File: config.mk
export PLATFORM = sky130hd
export DESIGN_NAME = fifo_word_packer_flat
export DESIGN_NICKNAME = d
export VERILOG_FILES = /design/src/rtl/fifo_word_packer_if.sv /design/src/rtl/fifo_word_packer.sv /design/src/flat_wrapper.sv
export SDC_FILE = /design/constraint.sdc
export NUM_CORES = 1
export LEC_CHECK = 0
export ABC_AREA = 1
export CELL_PAD_IN_SITES_DETAIL_PLACEMENT = 1
export CELL_PAD_IN_SITES_GLOBAL_PLACEMENT = 2
export CORE_UTILIZATION = 25
export CTS_CLUSTER_SIZE = 25
export DETAILED_ROUTE_END_ITERATION = 8
export GPL_ROUTABILITY_DRIVEN = 1
export PLACE_DENSITY = 0.78
export SYNTH_ARGS = -nofsm -noshare
export SYNTH_HDL_FRONTEND = slang
export SYNTH_SLANG_ARGS = --single-unit
File: constraint.sdc
create_clock -name clk -period 1.5 [get_ports clk]
set_input_delay 0.3 -clock clk [delete_from_list [all_inputs] [get_ports clk]]
set_output_delay 0.3 -clock clk [all_outputs]
set_load 0.02 [all_outputs]
File: src/rtl/fifo_word_packer_if.sv
// Bundle of the FIFO read side, the flush request and the wide output stream
// used by fifo_word_packer. The master modport is the packer's view; the slave
// modport is the view of whatever sits around it (FIFO, consumer, bench).
interface fifo_word_packer_if #(
  parameter int DATA_WIDTH = 8,
  parameter int PACK_RATIO = 4
);
  localparam int CNT_W = $clog2(PACK_RATIO + 1);

  logic                             fifo_empty;
  logic [DATA_WIDTH-1:0]            fifo_dout;
  logic                             fifo_rd_en;
  logic                             flush;
  logic                             m_valid;
  logic                             m_ready;
  logic [DATA_WIDTH*PACK_RATIO-1:0] m_data;
  logic [PACK_RATIO-1:0]            m_keep;
  logic [CNT_W-1:0]                 fill_cnt;

  modport master (
    input  fifo_empty, fifo_dout, flush, m_ready,
    output fifo_rd_en, m_valid, m_data, m_keep, fill_cnt
  );

  modport slave (
    output fifo_empty, fifo_dout, flush, m_ready,
    input  fifo_rd_en, m_valid, m_data, m_keep, fill_cnt
  );
endinterface

File: src/rtl/fifo_word_packer.sv
// fifo_word_packer: drains a show-ahead FIFO word by word and packs PACK_RATIO
// consecutive words into one wide valid/ready beat (word 0 in the LSB lane).
// A flush pulse emits a partial beat; m_keep marks the filled lanes.
// Optional feature macro: PACKER_TIMEOUT_EN -- when defined, a partial beat
// that sits idle for TIMEOUT_CYCLES cycles is flushed automatically.
module fifo_word_packer #(
  parameter int DATA_WIDTH     = 8,
  parameter int PACK_RATIO     = 4,
  parameter int TIMEOUT_CYCLES = 16
) (
  input  logic               clk,
  input  logic               rst,
  fifo_word_packer_if.master bus
);
  localparam int CNT_W = $clog2(PACK_RATIO + 1);

  typedef enum logic [0:0] {
    FILL = 1'b0,
    EMIT = 1'b1
  } state_e;

  state_e                               state_r;
  state_e                               state_nxt_s;
  logic [PACK_RATIO-1:0][DATA_WIDTH-1:0] lane_r;
  logic [PACK_RATIO-1:0][DATA_WIDTH-1:0] lane_base_s;
  logic [PACK_RATIO-1:0][DATA_WIDTH-1:0] lane_nxt_s;
  logic [PACK_RATIO-1:0]                keep_r;
  logic [PACK_RATIO-1:0]                keep_base_s;
  logic [PACK_RATIO-1:0]                keep_nxt_s;
  logic [CNT_W-1:0]                     cnt_r;
  logic [CNT_W-1:0]                     cnt_base_s;
  logic [CNT_W-1:0]                     cnt_nxt_s;
  logic                                 m_valid_r;
  logic                                 pop_s;
  logic                                 hs_s;
  logic                                 full_s;
  logic                                 flush_eff_s;

  // A beat leaves when held and accepted; the FIFO is popped whenever a word
  // is available and the lane buffer can take it (filling, or being freed
  // by this cycle's handshake). Reset blocks any pop.
  assign hs_s  = m_valid_r && bus.m_ready;
  assign pop_s = rst && !bus.fifo_empty && ((state_r == FILL) || hs_s);

`ifdef PACKER_TIMEOUT_EN
  localparam int IDLE_W = $clog2(TIMEOUT_CYCLES + 1);

  logic [IDLE_W-1:0] idle_r;
  logic              timeout_s;

  assign timeout_s   = (state_r == FILL) && (idle_r == IDLE_W'(TIMEOUT_CYCLES));
  assign flush_eff_s = bus.flush || timeout_s;

  // Idle counter: counts stalled cycles of a non-empty partial beat.
  always_ff @(posedge clk or negedge rst) begin
    if (!rst) begin
      idle_r <= '0;
    end else if (pop_s || bus.flush || hs_s || timeout_s) begin
      idle_r <= '0;
    end else if ((state_r == FILL) && (cnt_r != '0)) begin
      idle_r <= idle_r + IDLE_W'(1);
    end else begin
      idle_r <= '0;
    end
  end
`else
  assign flush_eff_s = bus.flush;
`endif

  // Next lane buffer: start from cleared lanes on a handshake, then drop a
  // popped word into the next free lane.
  always_comb begin
    lane_base_s = hs_s ? '0 : lane_r;
    keep_base_s = hs_s ? '0 : keep_r;
    cnt_base_s  = hs_s ? '0 : cnt_r;
    lane_nxt_s  = lane_base_s;
    keep_nxt_s  = keep_base_s;
    cnt_nxt_s   = cnt_base_s;
    if (pop_s) begin
      for (int i = 0; i < PACK_RATIO; i++) begin
        lane_nxt_s[i] = (cnt_base_s == CNT_W'(i)) ? bus.fifo_dout : lane_base_s[i];
        keep_nxt_s[i] = (cnt_base_s == CNT_W'(i)) ? 1'b1 : keep_base_s[i];
      end
      cnt_nxt_s = cnt_base_s + CNT_W'(1);
    end else begin
      cnt_nxt_s = cnt_base_s;
    end
  end

  // A pop into the last lane completes the beat.
  assign full_s = pop_s && (cnt_base_s == CNT_W'(PACK_RATIO - 1));

  // Next state: complete or flushed partial beats move to EMIT; a handshake
  // always returns to FILL since one word can never complete a beat.
  always_comb begin
    state_nxt_s = state_r;
    case (state_r)
      FILL: begin
        if (full_s || (flush_eff_s && (cnt_nxt_s != '0))) begin
          state_nxt_s = EMIT;
        end else begin
          state_nxt_s = FILL;
        end
      end
      EMIT: begin
        if (hs_s) begin
          state_nxt_s = FILL;
        end else begin
          state_nxt_s = EMIT;
        end
      end
      default: begin
        state_nxt_s = FILL;
      end
    endcase
  end

  // State, lane buffer and registered stream outputs.
  always_ff @(posedge clk or negedge rst) begin
    if (!rst) begin
      state_r   <= FILL;
      lane_r    <= '0;
      keep_r    <= '0;
      cnt_r     <= '0;
      m_valid_r <= 1'b0;
    end else begin
      state_r   <= state_nxt_s;
      lane_r    <= lane_nxt_s;
      keep_r    <= keep_nxt_s;
      cnt_r     <= cnt_nxt_s;
      m_valid_r <= (state_nxt_s == EMIT);
    end
  end

  assign bus.fifo_rd_en = pop_s;
  assign bus.m_valid    = m_valid_r;
  assign bus.m_data     = lane_r;
  assign bus.m_keep     = keep_r;
  assign bus.fill_cnt   = cnt_r;
endmodule

File: src/flat_wrapper.sv
// flat-port wrapper written by rule: the top's interface ports become plain ports
module fifo_word_packer_flat 
#(
  parameter int DATA_WIDTH     = 8,
  parameter int PACK_RATIO     = 4,
  parameter int TIMEOUT_CYCLES = 16
)
  (clk, rst, bus_fifo_empty, bus_fifo_dout, bus_flush, bus_m_ready, bus_fifo_rd_en, bus_m_valid, bus_m_data, bus_m_keep, bus_fill_cnt);
  fifo_word_packer_if #(.DATA_WIDTH(DATA_WIDTH), .PACK_RATIO(PACK_RATIO)) bus_i ();
  input  logic clk;
  input  logic rst;
  input wire logic [$bits(bus_i.fifo_empty)-1:0] bus_fifo_empty;
  input wire logic [$bits(bus_i.fifo_dout)-1:0] bus_fifo_dout;
  input wire logic [$bits(bus_i.flush)-1:0] bus_flush;
  input wire logic [$bits(bus_i.m_ready)-1:0] bus_m_ready;
  output wire logic [$bits(bus_i.fifo_rd_en)-1:0] bus_fifo_rd_en;
  output wire logic [$bits(bus_i.m_valid)-1:0] bus_m_valid;
  output wire logic [$bits(bus_i.m_data)-1:0] bus_m_data;
  output wire logic [$bits(bus_i.m_keep)-1:0] bus_m_keep;
  output wire logic [$bits(bus_i.fill_cnt)-1:0] bus_fill_cnt;
  assign bus_i.fifo_empty = bus_fifo_empty;
  assign bus_i.fifo_dout = bus_fifo_dout;
  assign bus_i.flush = bus_flush;
  assign bus_i.m_ready = bus_m_ready;
  assign bus_fifo_rd_en = bus_i.fifo_rd_en;
  assign bus_m_valid = bus_i.m_valid;
  assign bus_m_data = bus_i.m_data;
  assign bus_m_keep = bus_i.m_keep;
  assign bus_fill_cnt = bus_i.fill_cnt;
  fifo_word_packer #(.DATA_WIDTH(DATA_WIDTH), .PACK_RATIO(PACK_RATIO), .TIMEOUT_CYCLES(TIMEOUT_CYCLES)) u_core (.clk(clk), .rst(rst), .bus(bus_i));
endmodule
* Word-level counts from Yosys, hierarchy flattened
Cells that the tools add are included.
Cells by class: $mul 0, order comparisons 0, mux-type cells 17, equal/unequal tests 3, div/mod/pow operators 0, bitwise gates (word level) 1, shifts and indexed selects 0, $add $sub $neg 1, reduce and logical (&&, ||, !) cells 10
Operator list (number):
- $mux W32 | 2
- $mux W8 | 4
- $mux W4 | 2
- $eq A3 B2 Y1 const B | 2
- $mux W1 | 6
- $mux W3 | 2
- $logic_and A1 B1 Y1 | 5
- $add A3 B1 Y3 const B | 1
- $eq A3 B1 Y1 const B | 1
- $logic_not A3 Y1 | 1
- $reduce_bool A3 Y1 | 1
- $logic_or A1 B1 Y1 | 2
- $pmux W1 S2 | 1
- $logic_not A1 Y1 | 1
- $not A1 Y1 | 1
Word-level totals: output and inout bits 41, logic and storage cells 39, latch bits 0, memory bits (writable) 0, memories 0, input port bits 13, register bits after elaboration 40, memory bits (read-only) 0

* Logic depth before layout (Yosys ltp)
word-level depth 9, depth in mapped cells 9, depth with buffers taken out 9

* Least setup slack after synthesis
OpenSTA, ideal clock, no wires.
path kind reg-to-reg, start register u_core.state_r, end register u_core.state_r, arrival 1.424 ns, required time 1.423 ns, cell stages (with the launch flop) 10, slack -0.001 ns, clock period less this slack 1.501 ns, cells stage by stage dfrtp_1 > nand2_2 > nand2_2 > nor2_1 > ha_1 > nand3_1 > nand2_1 > nand3_1 > nand2_1 > a21oi_1
Between the ends: longest elaborated chain between the ends 9, elaborated cells on any way between the ends 15, those cells by class 1 x add/sub; 1 x eq/ne; 5 x mux; 1 x bitwise; 7 x reduce/logical
RTL lines:
- from (decl) | line fifo_word_packer.sv:22 | state_e state_r;
- from (signal assigned) | line fifo_word_packer.sv:127 | state_r <= state_nxt_s;
- $logic_and A1 B1 Y1 or $not A1 Y1 (tied branches)
- $mux W3 or $logic_or A1 B1 Y1 (tied branches)
- $add A3 B1 Y3 or $logic_and A1 B1 Y1 (tied branches)
- $mux W3 | line fifo_word_packer.sv:79 | if (pop_s) begin
- $reduce_bool A3 Y1 | line fifo_word_packer.sv:99 | if (full_s || (flush_eff_s && (cnt_nxt_s != '0))) begin
- $logic_and A1 B1 Y1 | line fifo_word_packer.sv:99
- $logic_or A1 B1 Y1 | line fifo_word_packer.sv:99
- $mux W1 | line fifo_word_packer.sv:99
- $pmux W1 S2 (*) | line fifo_word_packer.sv:97 | case (state_r)
- net u_core.state_nxt_s | line fifo_word_packer.sv:23 | state_e state_nxt_s;
Mark *: on every way through the listed nets, which the timed path passes. The rest lies on a longest branch.

==> impl_metrics.env <==
export IMPL_die_area_mm2=0.00762
export IMPL_num_rows=30
export IMPL_critPathBufInv=3
export IMPL_met3_usage=0.0256
export IMPL_ys_flop_type="dfrtp_1"
export IMPL_area_growth_pct=50.5
export IMPL_finalSetupViolCount=5
export IMPL_finalPower_uw=4550
export IMPL_yosysMostFrequentCell="dfrtp_1"
export IMPL_critPathKind="in2reg"
export IMPL_maxCapViolations=0
export IMPL_async_flop_share=1.00
export IMPL_insertion_delay_ns=0.29
export IMPL_clk_pin_slew_ns=0.08
export IMPL_critPathSlowestCell="clkdlybuf4s50_1"
export IMPL_io_pin_count=54
export IMPL_period_needed_ns=1.52
export IMPL_finalSetupTns_ns=-0.0314
export IMPL_cts_num_sinks=40
export IMPL_synthTopCellsByCount="dfrtp_1 (40), nand3_1 (32), o21ai_2 (24)"
export IMPL_synth_edf_count=0
export IMPL_finalHoldViolations=0
export IMPL_final_core_util=0.396
export IMPL_netlist_area_leader_share=0.551
export IMPL_fin_crit_sh=1.01
export IMPL_root_buffer="clkbuf_8"
export IMPL_fp_dieH_um=87.3
export IMPL_drt_iter0_markers=25
export IMPL_irDropWorstVdd_mv=0.513
export IMPL_hold_path_class="in2async"
export IMPL_met2_usage=0.234
export IMPL_grt_pass1_vias=1504
export IMPL_slew_viol_final=0
export IMPL_grt_overflow_total=0
export IMPL_r2r_cells=6
export IMPL_power_density_mw_per_mm2=1660
export IMPL_core_mm2=0.00691
export IMPL_dp_hpwl_um=3190
export IMPL_start_util=0.263
export IMPL_viasPerCell=4.40
export IMPL_port_buffers=53
export IMPL_worstSetupPathDepth=7
export IMPL_syn_inst=167
export IMPL_reg2reg_setup_slack_ns=0
export IMPL_crit_path_end_kind="flop"
export IMPL_startpoint_type="input port"
export IMPL_insertedDiodeCount=0
export IMPL_ant_nets=0
export IMPL_worst_pin_slew_ns=0.522
export IMPL_cts_tree="done"
export IMPL_ys_seq_area_frac=0.551
export IMPL_required_ns=1.71
export IMPL_synth_cell_types=21
export IMPL_htreeDepth=2
export IMPL_fmax_mhz=659
export IMPL_outcome="complete, but fails checks"
export IMPL_post_drt_wl_per_cell_um=15.1
export IMPL_syn_avg_cell_area_um2=10.9
export IMPL_synth_fp_nets=183
export IMPL_yosys_area_top_type="dfrtp_1"
export IMPL_cp_startpoint="bus_fifo_empty"
export IMPL_grt_max_degree=41
export IMPL_grt_total_usage=0.139
export IMPL_routed_wl_um=5050
export IMPL_vias=1469
export IMPL_clock_skew_ns=0.00978
export IMPL_syn_cell_area_mm2=0.00182
export IMPL_worst_r2r_endpoint="u_core.bus.m_data[1]"
export IMPL_drt_pass1_iter_count=4
export IMPL_arrival_ns=1.73
export IMPL_p_leak_uw=0.00141
export IMPL_fin_nets=253
export IMPL_layout_setup_ws_ns=-0.0163
export IMPL_worstPathMaxFanout=8
export IMPL_drc_errors=0
export IMPL_crit_family="buffers and inverters"
export IMPL_synthTopCellsByArea="dfrtp_1 (55%), o21ai_2 (12%), nand3_1 (8.8%)"
export IMPL_place_congestion=0.686
export IMPL_drive_above_1_share=0.349
export IMPL_ys_ff_latch=40
export IMPL_cts_buffers=5
export IMPL_r2r_start="u_core.state_r"
export IMPL_slowest_delay_ns=0.44
export IMPL_top_usage_layer="met2"
export IMPL_die_x_um=87.3
export IMPL_yosys_warnings=0
export IMPL_violations="setup timing"
export IMPL_grt_setup_unrepaired="true"
export IMPL_path_cells="clkdlybuf4s50_1 > nor2_4 > nand2_4 > inv_6 > buf_4 > nand3_2 > o21ai_2"
export IMPL_grt_pass1_wl_um=8020
export IMPL_antenna_found_initial=0
export IMPL_cts_buffer_depth=2
export IMPL_use_met1=0.183
export IMPL_slew_headroom=0.652
export IMPL_cts_hold_buffers=0
export IMPL_hold_slack_ns=0.114
[logic make-up after synthesis]
| family | count (synthesis) | share of synthesized area |
|---|---|---|
| AOI/OAI and AO/OA | 33 | 0.140 |
| adders and majority gates | 3 | 0.0206 |
| buffers and inverters | 26 | 0.0736 |
| and+or+nand+nor | 65 | 0.215 |
| DFF | 40 | 0.551 |
[per-layer routing]
metal / part of all wire / vias up
met4: 0.0093 / 0
met2: 0.51 / 33
met1: 0.45 / 735
li1: - / 697
met5: 0 / -
met3: 0.036 / 4
[worst max-delay path by stage]
stage | end | slack [ns]
2_1_floorplan | u_core.state_r | 0.04
3_3_place_gp | bus_fifo_rd_en | -0.44
3_5_place_dp | u_core.state_r | -0.44
4_1_cts | u_core.bus.m_data[1] | -0.02
5_1_grt | u_core.bus.m_data[2] | -0.09
6_report | u_core.bus.m_data[1] | -0.02
[state kept, by name, summed over array words and instances (netlist names)]
signal               flops
u_core.bus.m_data       32
u_core.bus.m_keep        4
u_core.bus.fill_cnt      3
u_core.state_r           1
[layout make-up]
class                           count  area, um^2
Fill cell                         807        4170
Sequential cell                    40        1000
Multi-Input combinational cell    103         826
Timing Repair Buffer               69         594
Tap cell                           96         120
Clock buffer                        6        82.6
Inverter                           18        72.6
Clock inverter                      2        38.8
[per-stage QoR]
stage / std cells / worst slack [ns] / cell area (um^2)
after floorplan: 167 / 0.0439 / 1820
after global placement: 320 / -0.438 / 2490
after detailed placement: 320 / -0.442 / 2490
after CTS: 331 / -0.0192 / 2660
after global routing: 334 / -0.0924 / 2740
final: 334 / -0.0163 / 2740
[power by group]
group | internal [uW] | switching (uW)
combinational | 826 | 1210
sequential | 1350 | 221
clock | 544 | 390
[placed cells by master (no fill, tap or decap), drive strengths merged]
cell type,count
clkinv,1
ha,3
dfrtp,40
a21oi,1
o21ai,32
inv,18
nand2,23
clkbuf,6
nand3,40
dlygate4sd2,40
nand3b,1
buf,18
clkdlybuf4s15,1
clkdlybuf4s50,10
nor2,3
bufinv,1
[timing repair]
action                                  in CTS  in global routing
endpoints found under the hold margin        0                  0
pin swaps                                    9                 11
endpoints found under the setup margin      67                 28
cloned                                       1                  1
buffers inserted                             2                  3
resized for setup                           57                 10
No activity file was read; power rests on OpenSTA's default activity.
